$ cat src/rtl/crg_pkg.sv
// ---------------------------------------------------------------------------
// crg_pkg
// Shared definitions for the reset sequencer behind the clock/reset PLL:
//   - crg_state_e   : sequencer states
//   - RETRY_W       : width of the saturating lock-timeout counter
//   - crg_cnt_width : width of the single phase counter shared by all states
// ---------------------------------------------------------------------------
package crg_pkg;

    localparam int RETRY_W = 8;

    typedef enum logic [2:0] {
        PLL_RST   = 3'd0,
        WAIT_LOCK = 3'd1,
        FILTER    = 3'd2,
        RELEASE   = 3'd3,
        RUN       = 3'd4
    } crg_state_e;

    // The states never overlap in time, so one counter serves every interval;
    // it has to hold the largest terminal value, with one bit of headroom.
    function automatic int crg_cnt_width(input int a, input int b,
                                         input int c, input int d);
        int m;
        m = a;
        if (b > m) m = b;
        if (c > m) m = c;
        if (d > m) m = d;
        return $clog2(m) + 1;
    endfunction

endpackage

$ cat src/rtl/crg_sync2.sv
// ---------------------------------------------------------------------------
// crg_sync2
// Two-flop synchroniser for a single asynchronous level.
// Ports:
//   clk   in  sampling clock
//   reset in  asynchronous active-high reset, clears both flops to 0
//   i_d   in  asynchronous input level
//   o_q   out synchronised level, two clk edges behind i_d
// ---------------------------------------------------------------------------
module crg_sync2 (
    input  logic clk,
    input  logic reset,
    input  logic i_d,
    output logic o_q
);

    logic [1:0] r_sync;

    always_ff @(posedge clk or posedge reset) begin
        if (reset) begin
            r_sync <= 2'b00;
        end else begin
            r_sync <= {r_sync[0], i_d};
        end
    end

    assign o_q = r_sync[1];

endmodule

$ cat src/rtl/crg_reset_seq.sv
// ---------------------------------------------------------------------------
// crg_reset_seq
// Reset sequencer sitting behind the PLL: pulses the PLL reset, waits for a
// filtered lock, then releases N_OUT reset domains one at a time (bit 0
// first). Lock loss re-asserts every domain; a lock that never arrives
// retries the PLL after LOCK_TIMEOUT cycles.
// Ports:
//   clk        in   sequencer clock (free running)
//   reset      in   asynchronous active-high reset
//   pll_locked in   PLL lock, asynchronous to clk
//   sw_reset   in   synchronous restart request (level)
//   pll_reset  out  active-high reset to the PLL
//   rst_out    out  N_OUT active-high domain resets
//   ready      out  every domain released
//   lock_lost  out  sticky: lock dropped after release began
//   retry_cnt  out  saturating count of lock timeouts
// All outputs come straight from flops.
// ---------------------------------------------------------------------------
module crg_reset_seq
    import crg_pkg::*;
#(
    parameter int N_OUT        = 4,
    parameter int LOCK_FILT    = 1024,
    parameter int STAGE_GAP    = 16,
    parameter int PLL_RST_LEN  = 8,
    parameter int LOCK_TIMEOUT = 65536
) (
    input  logic               clk,
    input  logic               reset,
    input  logic               pll_locked,
    input  logic               sw_reset,
    output logic               pll_reset,
    output logic [N_OUT-1:0]   rst_out,
    output logic               ready,
    output logic               lock_lost,
    output logic [RETRY_W-1:0] retry_cnt
);

    localparam int CNT_W   = crg_cnt_width(LOCK_FILT, STAGE_GAP, PLL_RST_LEN, LOCK_TIMEOUT);
    localparam int STAGE_W = $clog2(N_OUT) + 1;

    localparam logic [CNT_W-1:0]   PLL_LAST     = CNT_W'(PLL_RST_LEN - 1);
    localparam logic [CNT_W-1:0]   TIMEOUT_LAST = CNT_W'(LOCK_TIMEOUT - 1);
    localparam logic [CNT_W-1:0]   GAP_LAST     = CNT_W'(STAGE_GAP - 1);
    // The WAIT_LOCK cycle that first sees lock is the first filter sample,
    // so FILTER itself only has to see LOCK_FILT-1 more.
    localparam logic [CNT_W-1:0]   FILT_LAST    = CNT_W'((LOCK_FILT >= 2) ? LOCK_FILT - 2 : 0);
    localparam logic [STAGE_W-1:0] LAST_STAGE   = STAGE_W'(N_OUT - 1);

    crg_state_e         r_state;
    logic [CNT_W-1:0]   r_cnt;
    logic [STAGE_W-1:0] r_stage;
    logic [N_OUT-1:0]   r_rst_out;
    logic               r_ready;
    logic               r_pll_reset;
    logic               r_lock_lost;
    logic [RETRY_W-1:0] r_retry;

    crg_state_e         w_state;
    logic [CNT_W-1:0]   w_cnt;
    logic [STAGE_W-1:0] w_stage;
    logic [N_OUT-1:0]   w_rst_out;
    logic               w_ready;
    logic               w_pll_reset;
    logic               w_lock_lost;
    logic [RETRY_W-1:0] w_retry;
    logic               w_locked_s;
    logic               w_start_rel;
    logic               w_drop;

    crg_sync2 u_lock_sync (
        .clk   (clk),
        .reset (reset),
        .i_d   (pll_locked),
        .o_q   (w_locked_s)
    );

    always_ff @(posedge clk or posedge reset) begin
        if (reset) begin
            r_state     <= PLL_RST;
            r_cnt       <= '0;
            r_stage     <= '0;
            r_rst_out   <= '1;
            r_ready     <= 1'b0;
            r_pll_reset <= 1'b1;
            r_lock_lost <= 1'b0;
            r_retry     <= '0;
        end else begin
            r_state     <= w_state;
            r_cnt       <= w_cnt;
            r_stage     <= w_stage;
            r_rst_out   <= w_rst_out;
            r_ready     <= w_ready;
            r_pll_reset <= w_pll_reset;
            r_lock_lost <= w_lock_lost;
            r_retry     <= w_retry;
        end
    end

    always_comb begin
        w_state     = r_state;
        w_cnt       = r_cnt;
        w_stage     = r_stage;
        w_rst_out   = r_rst_out;
        w_ready     = r_ready;
        w_pll_reset = r_pll_reset;
        w_lock_lost = r_lock_lost;
        w_retry     = r_retry;
        w_start_rel = 1'b0;
        w_drop      = 1'b0;

        case (r_state)
            PLL_RST: begin
                if (r_cnt == PLL_LAST) begin
                    w_state     = WAIT_LOCK;
                    w_cnt       = '0;
                    w_pll_reset = 1'b0;
                end else begin
                    w_cnt = r_cnt + CNT_W'(1);
                end
            end
            WAIT_LOCK: begin
                if (w_locked_s) begin
                    if (LOCK_FILT == 1) begin
                        w_start_rel = 1'b1;
                    end else begin
                        w_state = FILTER;
                        w_cnt   = '0;
                    end
                end else if (r_cnt == TIMEOUT_LAST) begin
                    w_state     = PLL_RST;
                    w_cnt       = '0;
                    w_pll_reset = 1'b1;
                    if (r_retry != '1) begin
                        w_retry = r_retry + RETRY_W'(1);
                    end
                end else begin
                    w_cnt = r_cnt + CNT_W'(1);
                end
            end
            FILTER: begin
                if (!w_locked_s) begin
                    w_state = WAIT_LOCK;
                    w_cnt   = '0;
                end else if (r_cnt == FILT_LAST) begin
                    w_start_rel = 1'b1;
                end else begin
                    w_cnt = r_cnt + CNT_W'(1);
                end
            end
            RELEASE: begin
                if (!w_locked_s) begin
                    w_drop = 1'b1;
                end else if (r_cnt == GAP_LAST) begin
                    // Thermometer shift: one more low bit released per stage.
                    w_rst_out = r_rst_out << 1;
                    w_cnt     = '0;
                    w_stage   = r_stage + STAGE_W'(1);
                    if (r_stage == LAST_STAGE) begin
                        w_ready = 1'b1;
                        w_state = RUN;
                    end
                end else begin
                    w_cnt = r_cnt + CNT_W'(1);
                end
            end
            RUN: begin
                if (!w_locked_s) begin
                    w_drop = 1'b1;
                end
            end
            default: begin
                w_state = PLL_RST;
            end
        endcase

        // First domain leaves reset on the edge the filter completes.
        if (w_start_rel) begin
            w_rst_out = r_rst_out << 1;
            w_stage   = STAGE_W'(1);
            w_cnt     = '0;
            if (N_OUT == 1) begin
                w_ready = 1'b1;
                w_state = RUN;
            end else begin
                w_state = RELEASE;
            end
        end

        // Lock loss after release began: every domain back into reset, but the
        // PLL is left alone; the WAIT_LOCK timeout decides whether to retry it.
        if (w_drop) begin
            w_state     = WAIT_LOCK;
            w_cnt       = '0;
            w_stage     = '0;
            w_rst_out   = '1;
            w_ready     = 1'b0;
            w_lock_lost = 1'b1;
        end

        // Software restart overrides lock loss and timeout in the same cycle.
        if (sw_reset) begin
            w_state     = PLL_RST;
            w_cnt       = '0;
            w_stage     = '0;
            w_rst_out   = '1;
            w_ready     = 1'b0;
            w_pll_reset = 1'b1;
            w_lock_lost = 1'b0;
            w_retry     = '0;
        end
    end

    assign pll_reset = r_pll_reset;
    assign rst_out   = r_rst_out;
    assign ready     = r_ready;
    assign lock_lost = r_lock_lost;
    assign retry_cnt = r_retry;

endmodule

$ cat config.mk
export PLATFORM = sky130hd
export DESIGN_NAME = crg_reset_seq
export DESIGN_NICKNAME = d
export VERILOG_FILES = /design/src/rtl/crg_pkg.sv /design/src/rtl/crg_sync2.sv /design/src/rtl/crg_reset_seq.sv
export SDC_FILE = /design/constraint.sdc
export NUM_CORES = 1
export LEC_CHECK = 0
export CAP_MARGIN = 10
export CORE_MARGIN = 4
export CORE_UTILIZATION = 36
export CTS_BUF_LIST = sky130_fd_sc_hd__clkbuf_2
export CTS_CLUSTER_SIZE = 40
export DETAILED_ROUTE_END_ITERATION = 7
export PLACE_DENSITY = 0.58
export SYNTH_ARGS = -nofsm -noshare
export SYNTH_HDL_FRONTEND = slang
export SYNTH_HIERARCHICAL = 1
export SYNTH_SLANG_ARGS = --single-unit
$ cat constraint.sdc
create_clock -name clk -period 4.8 [get_ports clk]
set_clock_uncertainty 0.15 [all_clocks]
set_input_delay 0.96 -clock clk [delete_from_list [all_inputs] [get_ports clk]]
set_output_delay 0.96 -clock clk [all_outputs]
set_load 0.01 [all_outputs]
==> impl_metrics.yaml <==
outcome:
  outcome: "complete, no violations"
global_route:
  antenna_found_initial: 0
  grt_max_degree: 39
  grt_usage_pct: 12.6
  first_global_vias: 1815
  grt_pass1_wl_mm: 8.64
  overflow: 0
route:
  routed-via-count: 1853
  vias_per_cell: 5.26
  drc: 0
  routedWlPerCell_um: 13.5
  firstDrtPassIters: 4
  drtIter0Drc: 110
  wl_mm: 4.75
  ant_nets: 0
floorplan:
  io_pins: 19
  start_util_pct: 37.5
  coreArea_sq_um: 6420
  die_x_um: 89.8
  dieHeight_um: 89.8
  die_area_sq_um: 8070
  rows: 29
clock_tree:
  cts_buffer_depth: 2
  cts_hold_buf: 0
  cts-root-buf: "clkbuf_2"
  htree_levels: 2
  clk_pin_slew_ns: 0.18
  cts.repair.resized: 0
  clock_sinks: 40
  cts_tree: "done"
  clk_latency_ns: 0.39
  post-cts-setup-buffers: 0
  numCtsBuffers: 5
sta:
  drv_slew: 0
  setup_viol: 0
  fin_crit_ns: 3.23
  period_share_pct: 67.3
  tns_ns: 0
  tightest_slew_ns: 0.574
  max_freq_ghz: 0.309
  slew_headroom_pct: 61.7
  report.final.hold_viol_count: 0
  rsz0062_at_grt: "no"
logic_synthesis:
  seq_area_frac_synth_pct: 41.8
  ys_types: 56
  syn_nets: 269
  synthFlopType: "dfrtp_1"
  synth_cells: 258
  post_synth_fa_ha_maj_area_fraction_pct: 3.63
  synth_top_cell_by_area: "dfrtp_1"
  synth_top_area_share_pct: 36.3
  ys_seq_elements: 40
  synth_edf_count: 0
  synth_top_family_by_area: "simple AND/OR/NAND/NOR gates"
  syn_avg_cell_area_sq_um: 9.34
  yosys_warnings: 6
  synth_compound_area_share_pct: 14.0
  synth_commonest_cells: "nor2_1 (42), dfrtp_1 (35), nand2_1 (23), inv_1 (12), nand3_1 (10)"
  syn_area_sq_um: 2410
  synthMuxAreaShare_pct: 1.30
  synth-xor-area-share_pct: 5.45
  yosys.cell_count.top_type: "nor2_1"
  yosys.area_share.simple_pct: 29.1
  ys_async_sr_fraction_pct: 100
  yosys-top-cells-area: "dfrtp_1 (36%), nor2_1 (6.5%), dfstp_2 (5.5%)"
layout:
  diodes: 0
  fin_nets: 285
  final_core_util_pct: 42.1
  drive_gt1_share_pct: 10.2
  syn_to_final_growth_pct: 12.1
worst_setup_path:
  required_ns: 4.96
  crit_type: "reg2reg"
  crit_arrival_ns: 3.40
  crit_fanout: 14
  crit_path_end_kind: "flip-flop"
  startpoint_type: "flip-flop"
pwr:
  peakVddDrop_mv: 0.140
  p_leak_uw: 0.00114
  cellPowerDensity_nw_per_um2: 300
hold_path:
  hold_path.class: "reg2reg"
placed_design:
  place_congestion: 0.758
  dpl.hpwl_mm: 3.36
  io_buffers: 18
flow_run:
  drv_cap: 0
-- where the power goes --
part / internal (uW) / leakage (uW) / total, uW / switching, uW
Sequential: 366 / 0.000533 / 424 / 57.6
Combinational: 84.2 / 0.000568 / 196 / 112
Clock: 85.0 / 0.0000380 / 192 / 107
Total: 535 / 0.00114 / 812 / 277
-- metal layers --
| metal | track usage, % | wire, um | vias up |
|---|---|---|---|
| met4 | 3.83 | 39 | 0 |
| li1 | - | - | 942 |
| met2 | 20.6 | 2200 | 43 |
| met3 | 2.75 | 227 | 4 |
| met5 | 0 | 0 | - |
| met1 | 16.8 | 2280 | 864 |
-- critical path, cell delays in order (launching register included) --
cell	delay, ns
dfrtp_1	0.47
ha_1	0.29
and2_1	0.22
and4_1	0.25
nand3_1	0.12
inv_1	0.05
ha_1	0.20
o21a_1	0.17
nor2_1	0.16
a2111oi_4	0.09
or4_4	0.54
or3_1	0.40
o211ai_2	0.07
-- worst paths after layout --
path	startpoint	end	slack (ns)	depth (start not counted)
min in group asynchronous	reset	u_lock_sync/r_sync[1]$_DFF_PP0_	0.58	2
setup reg to reg	r_cnt[0]$_DFFE_PP0P_	r_cnt[12]$_DFFE_PP0P_	1.57	12
hold / removal	u_lock_sync/r_sync[0]$_DFF_PP0_	u_lock_sync/r_sync[1]$_DFF_PP0_	0.22	0
hold reg to reg	u_lock_sync/r_sync[0]$_DFF_PP0_	u_lock_sync/r_sync[1]$_DFF_PP0_	0.22	0
setup / recovery	r_cnt[0]$_DFFE_PP0P_	r_cnt[12]$_DFFE_PP0P_	1.57	12
max in group asynchronous	reset	rst_out[3]$_DFFE_PP1P_	3.31	3
-- layout make-up --
type,instances,area [sq um]
Sequential cell,40,1010
Fill cell,622,3720
Clock buffer,5,25.0
Multi-Input combinational cell,193,1290
Timing Repair Buffer,20,195
Inverter,14,52.6
Clock inverter,3,37.5
Tap cell,77,96.3
-- cell usage in the layout (no fill, tap or decap), types with 2 or more instances in the layout --
master / n
mux2i_1: 2
nor4_4: 2
nor3_1: 9
a21oi_1: 6
nand4_1: 3
nand3_1: 10
o21ai_0: 4
xor2_1: 9
a31oi_1: 8
nand2b_1: 4
clkdlybuf4s50_1: 18
clkinv_1: 3
and3_1: 3
nor3b_1: 3
nor2_1: 42
clkbuf_2: 5
o21ai_1: 6
ha_1: 7
nor2b_1: 2
dfstp_2: 5
nand4b_1: 3
nor4_2: 2
xnor2_1: 6
nand2_1: 23
inv_1: 12
buf_4: 2
a211o_1: 2
dfrtp_1: 35
and4_1: 4
o211ai_1: 4
or3_1: 5
nand3b_1: 2
-- stage by stage --
step / instance area (sq um) / hold WS (ns) / std cells / setup slack (ns) / power (uW)
floorplan: 2410 / 0.181 / 258 / 1.93 / 582
global placement: 2640 / 0.185 / 344 / 1.54 / 625
detailed placement: 2640 / 0.189 / 344 / 1.52 / 626
CTS: 2700 / 0.228 / 352 / 1.58 / 823
global route: 2700 / 0.236 / 352 / 1.39 / 875
finish: 2700 / 0.222 / 352 / 1.57 / 812
-- cell families (layout without fill, tap and decap cells) --
family                     count (synthesis)  in the layout
adders and majority gates                  7              7
muxes                                      3              3
and+or+nand+nor                          125            125
AOI/OAI and AO/OA                         43             43
buffers and inverters                     25             42
xor gates and xnor gates                  15             15
DFF                                       40             40
-- state kept, by name (all words and copies together) (netlist names) --
signal,flops
u_lock_sync/r_sync,2
lock_lost,1
r_state,3
r_cnt,17
retry_cnt,8
rst_out,4
r_stage,3
ready,1
pll_reset,1
Power figures use the tool's default switching activity.
